$ cat src/rtl/ps2_keycode_fifo.sv
// PS/2 set-2 keyboard decoder: tracks make/break/extended prefixes, Shift and Caps Lock,
// and queues translated ASCII characters in a show-ahead FIFO.
module ps2_keycode_fifo #(
    parameter int unsigned DEPTH     = 8,
    parameter bit          REPEAT_EN = 1'b0,
    parameter bit          SHIFT_SYM = 1'b1
) (
    input  logic                     clk,
    input  logic                     rst,
    input  logic                     code_valid,
    input  logic [7:0]               code,
    input  logic                     rd_en,
    output logic [7:0]               ascii,
    output logic                     ascii_valid,
    output logic                     full,
    output logic [$clog2(DEPTH):0]   count,
    output logic                     overflow,
    output logic                     shift_held,
    output logic                     caps_on
);

    localparam int unsigned AW = $clog2(DEPTH);

    localparam logic [7:0] CodeBrk    = 8'hF0;
    localparam logic [7:0] CodeExt    = 8'hE0;
    localparam logic [7:0] CodeLShift = 8'h12;
    localparam logic [7:0] CodeRShift = 8'h59;
    localparam logic [7:0] CodeCaps   = 8'h58;

    localparam logic [AW:0] FullCount = (AW + 1)'(DEPTH);

    typedef enum logic [1:0] {
        StIdle,
        StBrk,
        StExt,
        StExtBrk
    } state_e;

    state_e      state_q, state_d;
    logic [7:0]  held_q, held_d;
    logic        lshift_q, lshift_d;
    logic        rshift_q, rshift_d;
    logic        caps_q, caps_d;

    logic        is_make;
    logic        is_repeat;
    logic        push_req;

    logic        letter_hit;
    logic [7:0]  lower;
    logic        digit_hit;
    logic [3:0]  digit;
    logic [7:0]  sym;
    logic        xl_hit;
    logic [7:0]  xl_char;

    logic [7:0]  mem_q [DEPTH];
    logic [AW-1:0] wr_ptr_q, rd_ptr_q;
    logic [AW:0] count_q;
    logic        overflow_q;
    logic        pop;
    logic        push;

    assign shift_held = lshift_q | rshift_q;
    assign caps_on    = caps_q;

    assign is_make   = code_valid && (state_q == StIdle) && (code != CodeBrk) && (code != CodeExt);
    assign is_repeat = (code == held_q);

    // Decoder state and modifier tracking
    always_comb begin
        state_d  = state_q;
        held_d   = held_q;
        lshift_d = lshift_q;
        rshift_d = rshift_q;
        caps_d   = caps_q;
        if (code_valid) begin
            case (state_q)
                StIdle: begin
                    if (code == CodeBrk) begin
                        state_d = StBrk;
                    end else if (code == CodeExt) begin
                        state_d = StExt;
                    end else begin
                        held_d = code;
                        if (code == CodeLShift) lshift_d = 1'b1;
                        if (code == CodeRShift) rshift_d = 1'b1;
                        if (code == CodeCaps && held_q != CodeCaps) caps_d = ~caps_q;
                    end
                end
                StBrk: begin
                    state_d = StIdle;
                    if (code == CodeLShift) lshift_d = 1'b0;
                    if (code == CodeRShift) rshift_d = 1'b0;
                    if (code == held_q) held_d = 8'h00;
                end
                StExt: begin
                    state_d = (code == CodeBrk) ? StExtBrk : StIdle;
                end
                StExtBrk: begin
                    state_d = StIdle;
                end
                default: begin
                    state_d = StIdle;
                end
            endcase
        end
    end

    always_ff @(posedge clk) begin
        if (rst) begin
            state_q  <= StIdle;
            held_q   <= 8'h00;
            lshift_q <= 1'b0;
            rshift_q <= 1'b0;
            caps_q   <= 1'b0;
        end else begin
            state_q  <= state_d;
            held_q   <= held_d;
            lshift_q <= lshift_d;
            rshift_q <= rshift_d;
            caps_q   <= caps_d;
        end
    end

    // Set-2 letter lookup, producing the lowercase form
    always_comb begin
        letter_hit = 1'b1;
        lower      = 8'h00;
        case (code)
            8'h1C: lower = 8'h61;
            8'h32: lower = 8'h62;
            8'h21: lower = 8'h63;
            8'h23: lower = 8'h64;
            8'h24: lower = 8'h65;
            8'h2B: lower = 8'h66;
            8'h34: lower = 8'h67;
            8'h33: lower = 8'h68;
            8'h43: lower = 8'h69;
            8'h3B: lower = 8'h6A;
            8'h42: lower = 8'h6B;
            8'h4B: lower = 8'h6C;
            8'h3A: lower = 8'h6D;
            8'h31: lower = 8'h6E;
            8'h44: lower = 8'h6F;
            8'h4D: lower = 8'h70;
            8'h15: lower = 8'h71;
            8'h2D: lower = 8'h72;
            8'h1B: lower = 8'h73;
            8'h2C: lower = 8'h74;
            8'h3C: lower = 8'h75;
            8'h2A: lower = 8'h76;
            8'h1D: lower = 8'h77;
            8'h22: lower = 8'h78;
            8'h35: lower = 8'h79;
            8'h1A: lower = 8'h7A;
            default: letter_hit = 1'b0;
        endcase
    end

    always_comb begin
        digit_hit = 1'b1;
        digit     = 4'd0;
        case (code)
            8'h45: digit = 4'd0;
            8'h16: digit = 4'd1;
            8'h1E: digit = 4'd2;
            8'h26: digit = 4'd3;
            8'h25: digit = 4'd4;
            8'h2E: digit = 4'd5;
            8'h36: digit = 4'd6;
            8'h3D: digit = 4'd7;
            8'h3E: digit = 4'd8;
            8'h46: digit = 4'd9;
            default: digit_hit = 1'b0;
        endcase
    end

    // US-layout shifted digit row
    always_comb begin
        case (digit)
            4'd0:    sym = 8'h29;
            4'd1:    sym = 8'h21;
            4'd2:    sym = 8'h40;
            4'd3:    sym = 8'h23;
            4'd4:    sym = 8'h24;
            4'd5:    sym = 8'h25;
            4'd6:    sym = 8'h5E;
            4'd7:    sym = 8'h26;
            4'd8:    sym = 8'h2A;
            4'd9:    sym = 8'h28;
            default: sym = 8'h00;
        endcase
    end

    // Modifiers here are the registered values, i.e. before this byte's own update
    always_comb begin
        xl_hit  = 1'b0;
        xl_char = 8'h00;
        if (letter_hit) begin
            xl_hit  = 1'b1;
            xl_char = (shift_held ^ caps_q) ? (lower - 8'h20) : lower;
        end else if (digit_hit) begin
            xl_hit  = 1'b1;
            xl_char = (shift_held && SHIFT_SYM) ? sym : (8'h30 + {4'h0, digit});
        end else begin
            case (code)
                8'h29: begin xl_hit = 1'b1; xl_char = 8'h20; end
                8'h5A: begin xl_hit = 1'b1; xl_char = 8'h0D; end
                8'h66: begin xl_hit = 1'b1; xl_char = 8'h08; end
                default: begin xl_hit = 1'b0; xl_char = 8'h00; end
            endcase
        end
    end

    assign push_req = is_make && xl_hit && (!is_repeat || REPEAT_EN);

    assign ascii_valid = (count_q != '0);
    assign full        = (count_q == FullCount);
    assign pop         = rd_en && ascii_valid;
    assign push        = push_req && (!full || pop);
    assign ascii       = ascii_valid ? mem_q[rd_ptr_q] : 8'h00;
    assign count       = count_q;
    assign overflow    = overflow_q;

    always_ff @(posedge clk) begin
        if (push) begin
            mem_q[wr_ptr_q] <= xl_char;
        end
    end

    always_ff @(posedge clk) begin
        if (rst) begin
            wr_ptr_q   <= '0;
            rd_ptr_q   <= '0;
            count_q    <= '0;
            overflow_q <= 1'b0;
        end else begin
            if (push) wr_ptr_q <= wr_ptr_q + 1'b1;
            if (pop)  rd_ptr_q <= rd_ptr_q + 1'b1;
            case ({push, pop})
                2'b10:   count_q <= count_q + 1'b1;
                2'b01:   count_q <= count_q - 1'b1;
                default: count_q <= count_q;
            endcase
            if (push_req && full && !pop) overflow_q <= 1'b1;
        end
    end

endmodule

$ cat config.mk
export PLATFORM = sky130hd
export DESIGN_NAME = ps2_keycode_fifo
export DESIGN_NICKNAME = d
export VERILOG_FILES = /design/src/rtl/ps2_keycode_fifo.sv
export SDC_FILE = /design/constraint.sdc
export NUM_CORES = 1
export LEC_CHECK = 0
export CORE_ASPECT_RATIO = 0.7
export CORE_MARGIN = 8
export CORE_UTILIZATION = 30
export DETAILED_ROUTE_END_ITERATION = 6
export GPL_ROUTABILITY_DRIVEN = 0
export GPL_TIMING_DRIVEN = 0
export RECOVER_POWER = 100
export SKIP_CTS_REPAIR_TIMING = 1
export SYNTH_ARGS = -nofsm -noshare
export SYNTH_HDL_FRONTEND = slang
export SYNTH_SLANG_ARGS = --single-unit
$ cat constraint.sdc
create_clock -name clk -period 4.51 [get_ports clk]
set_input_delay 0.902 -clock clk [delete_from_list [all_inputs] [get_ports clk]]
set_output_delay 0.902 -clock clk [all_outputs]
set_load 0.005 [all_outputs]
==> After elaboration in Yosys (flattened, before gate mapping) <==
Memories as Yosys holds them, arrays and structs flattened. A register that Yosys moved wholly into a read port is not among the register bits.
Index checks and enable logic that the tools add are counted.
{ "op_classes": {"shift": 0, "eq_ne": 62, "reduce_logical": 27, "muxes": 36, "div": 0, "add_sub_neg": 6, "mul": 0, "order_cmp": 0, "bitwise_logic": 5} }
{ "ops": {"columns": ["operator", "n"], "rows": [
  ["8-bit by 6-bit equality test with 1-bit output (second input constant)", 23],
  ["7-bit case mux with 26 select lines", 1],
  ["8-bit by 7-bit equality test with 1-bit output (second input constant)", 11],
  ["8-bit by 5-bit equality test with 1-bit output (second input constant)", 8],
  ["8-bit 2-to-1 mux", 8],
  ["4-bit case mux with 9 select lines", 1],
  ["26-bit OR reduction", 1],
  ["6-bit case mux with 3 select lines", 1],
  ["8-bit equality test (second input constant)", 2],
  ["8-bit != test (second input constant)", 2],
  ["8-bit case mux with 2 select lines", 1],
  ["1-bit 2-to-1 mux", 15],
  ["6-bit AND reduction", 2],
  ["1-bit logical AND", 10],
  ["2-bit != test (second input constant)", 5],
  ["5-bit AND reduction", 2],
  ["10-bit OR reduction", 1],
  ["8-bit equality test", 1],
  ["8-bit by 7-bit != test with 1-bit output (second input constant)", 1],
  ["4-bit case mux with 2 select lines", 1],
  ["8-bit by 6-bit subtractor with 8-bit output (second input constant)", 1],
  ["6-bit by 4-bit adder with 7-bit output (first input constant)", 1],
  ["3-bit by 1-bit adder with 3-bit output (second input constant)", 2],
  ["2-bit equality test (second input constant)", 3],
  ["other kinds (21)", 32]
]} }
{ "word_totals": {"mem_count": 2, "rom_bits": 112, "reg_bits": 24, "word_cells": 147, "ram_bits": 64, "latchBits": 0, "input_bits": 12, "out_inout_bits": 17} }
{ "mem_list": {"columns": ["memory", "depth", "word_bits", "read_ports", "rd_clocked_by_memory_dff", "write_ports", "line_no", "source"], "rows": [
  ["(no name shown)", 16, 7, 1, 0, 0, "181", "case (digit)"],
  ["mem_q", 8, 8, 1, 1, 1, "57", "logic [7:0] mem_q [DEPTH];"]
]} }

==> Logic depth before layout (Yosys ltp) <==
{ "depth": {"ltp_word": 10, "mapped_depth": 16, "mapped_depth_nobuf": 14} }

==> Worst setup path before layout <==
No wires, ideal clock.
{ "synth_timing": {"path_type": "input -> register", "start": "input port code[4]", "end": "memory mem_q[0][0] (enable)", "slack_ps": 633, "t_arrival_ps": 3479, "stages": 9, "t_required_ps": 4112, "path_buffers": 2, "setup_time_ps": 398, "path_cell_list": "buf_4 > or4b_1 > buf_6 > o21ai_2 > a211o_1 > nor4b_4 > and3_4 > nor2_4 > nor4b_1"} }
{ "synth_via": {"elab_chain_cells": 10, "elab_cells_between_ends": 58, "classes_between": "42 x eq/ne; 7 x mux; 9 x reduce/logical"} }
{ "synth_rtl": {"columns": ["item", "line_no", "source"], "rows": [
  ["start, declared", "11", "input logic [7:0] code,"],
  ["8-bit by 7-bit equality test with 1-bit output, or another cell as far along", "164", "case (code)"],
  ["10-bit OR reduction (no line) / 3-bit OR reduction (equally long branches)", null, null],
  ["1-bit 2-to-1 mux (on tied branches)", "164, 207", null],
  ["1-bit 2-to-1 mux", "203", "end else if (digit_hit) begin"],
  ["1-bit 2-to-1 mux", "200", "if (letter_hit) begin"],
  ["1-bit logical AND", "216", "assign push_req = is_make && xl_hit && (!is_repeat || REPEAT_EN);"],
  ["1-bit logical AND *", "216", null],
  ["1-bit logical AND *", "221", "assign push = push_req && (!full || pop);"],
  ["1-bit 2-to-1 mux *", "227", "if (push) begin"],
  ["1-bit 2-to-1 mux (implied by the code) *", "228", "mem_q[wr_ptr_q] <= xl_char;"],
  ["end, declared", "57", null]
]} }
Mark *: on every way between the ends. The rest lies on a longest branch, timed or not.

==> Final worst setup path <==
{ "layout_timing": {"start": "input port code[1]", "end": "register count_q[3] (netlist: count[3])"} }
{ "layout_via": {"elab_chain_cells": 10, "elab_cells_between_ends": 60, "classes_between": "44 x eq/ne; 6 x mux; 10 x reduce/logical"} }
{ "layout_rtl": {"columns": ["item", "line_no", "source"], "rows": [
  ["8-bit by 7-bit equality test with 1-bit output, or another cell as far along", "164", null],
  ["10-bit OR reduction (no line) / 3-bit OR reduction (equally long branches)", null, null],
  ["1-bit 2-to-1 mux (on tied branches)", "164, 207", null],
  ["1-bit 2-to-1 mux", "203", null],
  ["1-bit 2-to-1 mux", "200", null],
  ["1-bit logical AND", "216", null],
  ["1-bit logical AND *", "216", null],
  ["1-bit logical AND *", "221", null],
  ["2-bit by 1-bit equality test with 1-bit output / 2-bit equality test (equally long branches)", "241", "case ({push, pop})"],
  ["4-bit case mux with 2 select lines / 2-bit nonzero test (equally long branches)", null, null],
  ["end signal, assigned", "242", "2'b10: count_q <= count_q + 1'b1;"],
  ["end signal, assigned", "243", "2'b01: count_q <= count_q - 1'b1;"],
  ["end signal, assigned", "244", "default: count_q <= count_q;"],
  ["end, declared", "59", "logic [AW:0] count_q;"]
]} }
Marks and branches as above.
A chain may end at the register's enable or synchronous reset.

==> results.txt <==
- Transition at the pin with the smallest max-transition slack: 1640 ps
* Total of buffers placed on input and output ports: 25
- Antenna-violating nets left: 0
- Worst supply voltage drop on vdd: 0.257 mV
- Post-Syn Instances: 438
- Critical path peak fanout: 10
- 0 antenna diodes ended up in the layout.
- Kind of launch point of the worst setup path: input port
- Number of vias in the routed layout: 3697
* DR WL/cell: 16.7 um
- Subtracting the final worst setup slack from the clock period gives 4430 ps.
- For this run, the post-layout net count is 503.
* Number of hold violations in the final report: 0
- At the worst endpoint, the required time is 4750 ps.
- Global routing consumed, over all layers together, 11.3% of the routing resources.
- The synthesized netlist occupies a cell area of 5090 sq um.
- The flow ran to the end, but the final reports show violations.
- Setup repair after global routing left no endpoint under its margin.
- In this run the number of H-tree levels came out at 3.
- After synthesis, the share of flip-flops with an asynchronous set or reset is 0%.
- CTS Root Buffer Type: clkbuf_16
- Counting flops with a built-in enable in the synthesized netlist gives 64.
* Setup violation total in the final timing report: 0
- For this configuration, the core starts out at a cell density of 30.2%.
- Warnings from Yosys: 0
- Total power: 0.00222 W
- In this run, placement finished with an instance count of roughly 700.
- Number of sinks on the clock net: between 90 and 100
* Site Rows: 40
- Final setup slack of the worst path: 79.1 ps
- Across the run, the number of max-cap violations was 1.
- Top cell types by occurrence after synthesis: edfxtp_1, nor2_1, nand2_1, a21oi_1, dfxtp_1
* Post-synthesis sequential area ratio: 48.4%
- Cells fill 35.4% of the core in the end.
* Crit path capture type: register
* Worst relative slew slack: -10.4%
- Netlist cell types: 81
* Worst slack on hold paths: 447 ps
- edfxtp_1 takes more of the synthesized area than any other cell.
* Core area: approximately 17000 sq um
- By startpoint and endpoint, the worst setup path is classified as in2reg.
- Static leakage: 2.09 nW
- Full die area: 21500 sq um
- Counting the fill cells in the layout gives between 1500 and 2000.
- STA puts the critical path data arrival time at approximately 4700 ps.
- Maximum count of clock buffers along a single path: 2
- Die X: 172 um
- Most used flip-flop cell after synthesis: edfxtp_1
* HPWL Detailed: 8940 um
- TritonCTS clock tree: yes
* Top cells by area in the synthesized netlist: edfxtp_1, dfxtp_1, mux4_2, nor2_1, mux2i_1
- Based on the critical path, the design can be clocked at up to 226 MHz.
* IO Count: 29
- Prior to clock tree synthesis, the placed netlist has a worst setup slack of -660 ps.
* Largest net degree at the start of global routing: 18
* Cell area power density: about 370 nW/um^2
- Proportion of netlist area held by the largest area contributor: 37.8%
* Clk Latency, worst-skew pair: 330 ps
* Clock transition at the registers of the reported paths: 70 ps
- Worst Clk Skew: ~8.5 ps
* GR Overflow Total: 0
* DRC marker count from the first detailed-route iteration: 398
- The worst hold path belongs to the class reg2reg.
- The first global-routing pass estimated about 19000 um of wire.
- Most common cell in the netlist: edfxtp_1
- Relative area change from synthesis to final layout: 17.5%
- Syn avg cell area: 11.6 sq um
* 1st-pass router iterations: 5
- Number of standard cells in the final layout excluding fillers: 722
- In the routed design, unresolved DRC markers number 0.
- Total Routed Length: around 12000 um
- Share of layout cells above drive strength 1: between 10% and 20%
* Inserted Clock Buffers: 9
- Synthesis inferred 91 register bits.
- Final Slew Violations: 11
- The number of global-route vias before repair came to around 3600.
- Crit share post-route: between 90% and 100%
- The checks that failed: max-capacitance violations, max-slew violations.
- Antenna violations before repair: 0
- Detail-routed via count per cell: a little over 5
- The floorplan step set the die height to 125 um.
==> kinds of logic (layout without fill, tap and decap cells) <==
| family | count (synthesis) | count (layout) | share of synthesized area [%] |
|---|---|---|---|
| and+or+nand+nor | 169 | 169 | 20.3 |
| DFF | 91 | 91 | 48.4 |
| AOI/OAI and AO/OA | 82 | 82 | 10.9 |
| buffers and inverters | 42 | 88 | 5.90 |
| muxes | 31 | 31 | 10.1 |
| xor gates and xnor gates | 17 | 17 | 2.93 |
| adders and majority gates | 5 | 5 | 1.38 |
| other | 1 | 8 | 0.0737 |
==> cell type report <==
class | instances | area [sq um] | share of cell area (%)
sequential | 91 | 2460 | 41.2
clock inverter | 7 | 58.8 | 0.984
multi-input combinational | 312 | 2370 | 39.6
inverter | 10 | 37.5 | 0.628
buffer | 32 | 262 | 4.37
timing repair buffer | 30 | 277 | 4.63
clock buffer | 9 | 225 | 3.77
tap | 231 | 289 | 4.83
==> layer usage <==
layer  track usage (%)  part of all wire [%]
met2              15.7                    42
met4              2.29                  0.44
met5                 0                     0
met1              16.9                    50
met3              3.02                   7.6
==> path summary, 6_finish.rpt <==
kind,start,endpoint,depth (start not counted),slack (ps)
min,overflow$_SDFFE_PP0P_,overflow$_SDFFE_PP0P_,2,450
max,code[1],count[3]$_SDFFE_PP0P_,15,80
min reg2reg,overflow$_SDFFE_PP0P_,overflow$_SDFFE_PP0P_,2,450
max reg2reg,count[1]$_SDFFE_PP0P_,count[3]$_SDFFE_PP0P_,9,830
==> power breakdown <==
| group | internal [W] | switching [W] |
|---|---|---|
| Clock | 0.000383 | 0.000325 |
| Sequential | 0.000926 | 0.0000253 |
| Combinational | 0.000273 | 0.000288 |
==> sequential cells by signal, summed over array words and instances (netlist names), named ones only <==
name and count:
mem_q 64, held_q 8, count 4, rd_ptr_q 3, wr_ptr_q 3, state_q 2
caps_on 1, lshift_q 1, overflow 1, rshift_q 1
==> worst max-delay path: stages <==
cell and delay (ps):
clkdlybuf4s50_1 540, buf_6 210, buf_6 140, nor2b_1 210, nand2_1 150, o32ai_1 110
a311oi_1 660, and3_4 390, o21ai_4 90, inv_2 140, ha_1 230, a21o_1 170
a21o_2 230, or4_1 420, o311ai_1 90
==> placed cells by master (no fill, tap or decap), drive strengths merged, types with 4 or more instances in the layout <==
| cell | netlist | routed |
|---|---|---|
| xnor2 | 4 | 4 |
| nor4 | 7 | 7 |
| o21ai | 16 | 16 |
| clkbuf | 17 | 32 |
| nor3 | 7 | 7 |
| a21o | 4 | 4 |
| xor2 | 13 | 13 |
| inv | 10 | 14 |
| clkdlybuf4s50 | 0 | 15 |
| nor3b | 11 | 11 |
| nand4 | 4 | 4 |
| mux2i | 14 | 14 |
| or2b | 4 | 4 |
| a21oi | 28 | 28 |
| nand2b | 4 | 4 |
| conb | 1 | 8 |
| edfxtp | 64 | 64 |
| ha | 4 | 4 |
| nor2b | 6 | 6 |
| dlygate4sd3 | 0 | 10 |
| or4b | 4 | 4 |
| dfxtp | 27 | 27 |
| mux4 | 16 | 16 |
| buf | 15 | 14 |
| nor4b | 8 | 8 |
| a31oi | 4 | 4 |
| nor2 | 57 | 57 |
| nand2 | 28 | 28 |
==> metrics by stage <==
step	setup TNS, ps	area, sq um
2_1_floorplan	0	5110
3_3_place_gp	-36890	5650
3_5_place_dp	-16360	5700
4_1_cts	-6300	5980
5_1_grt	0	5980
6_report	0	5980
Note: power is estimated with default switching activity, not from simulation.
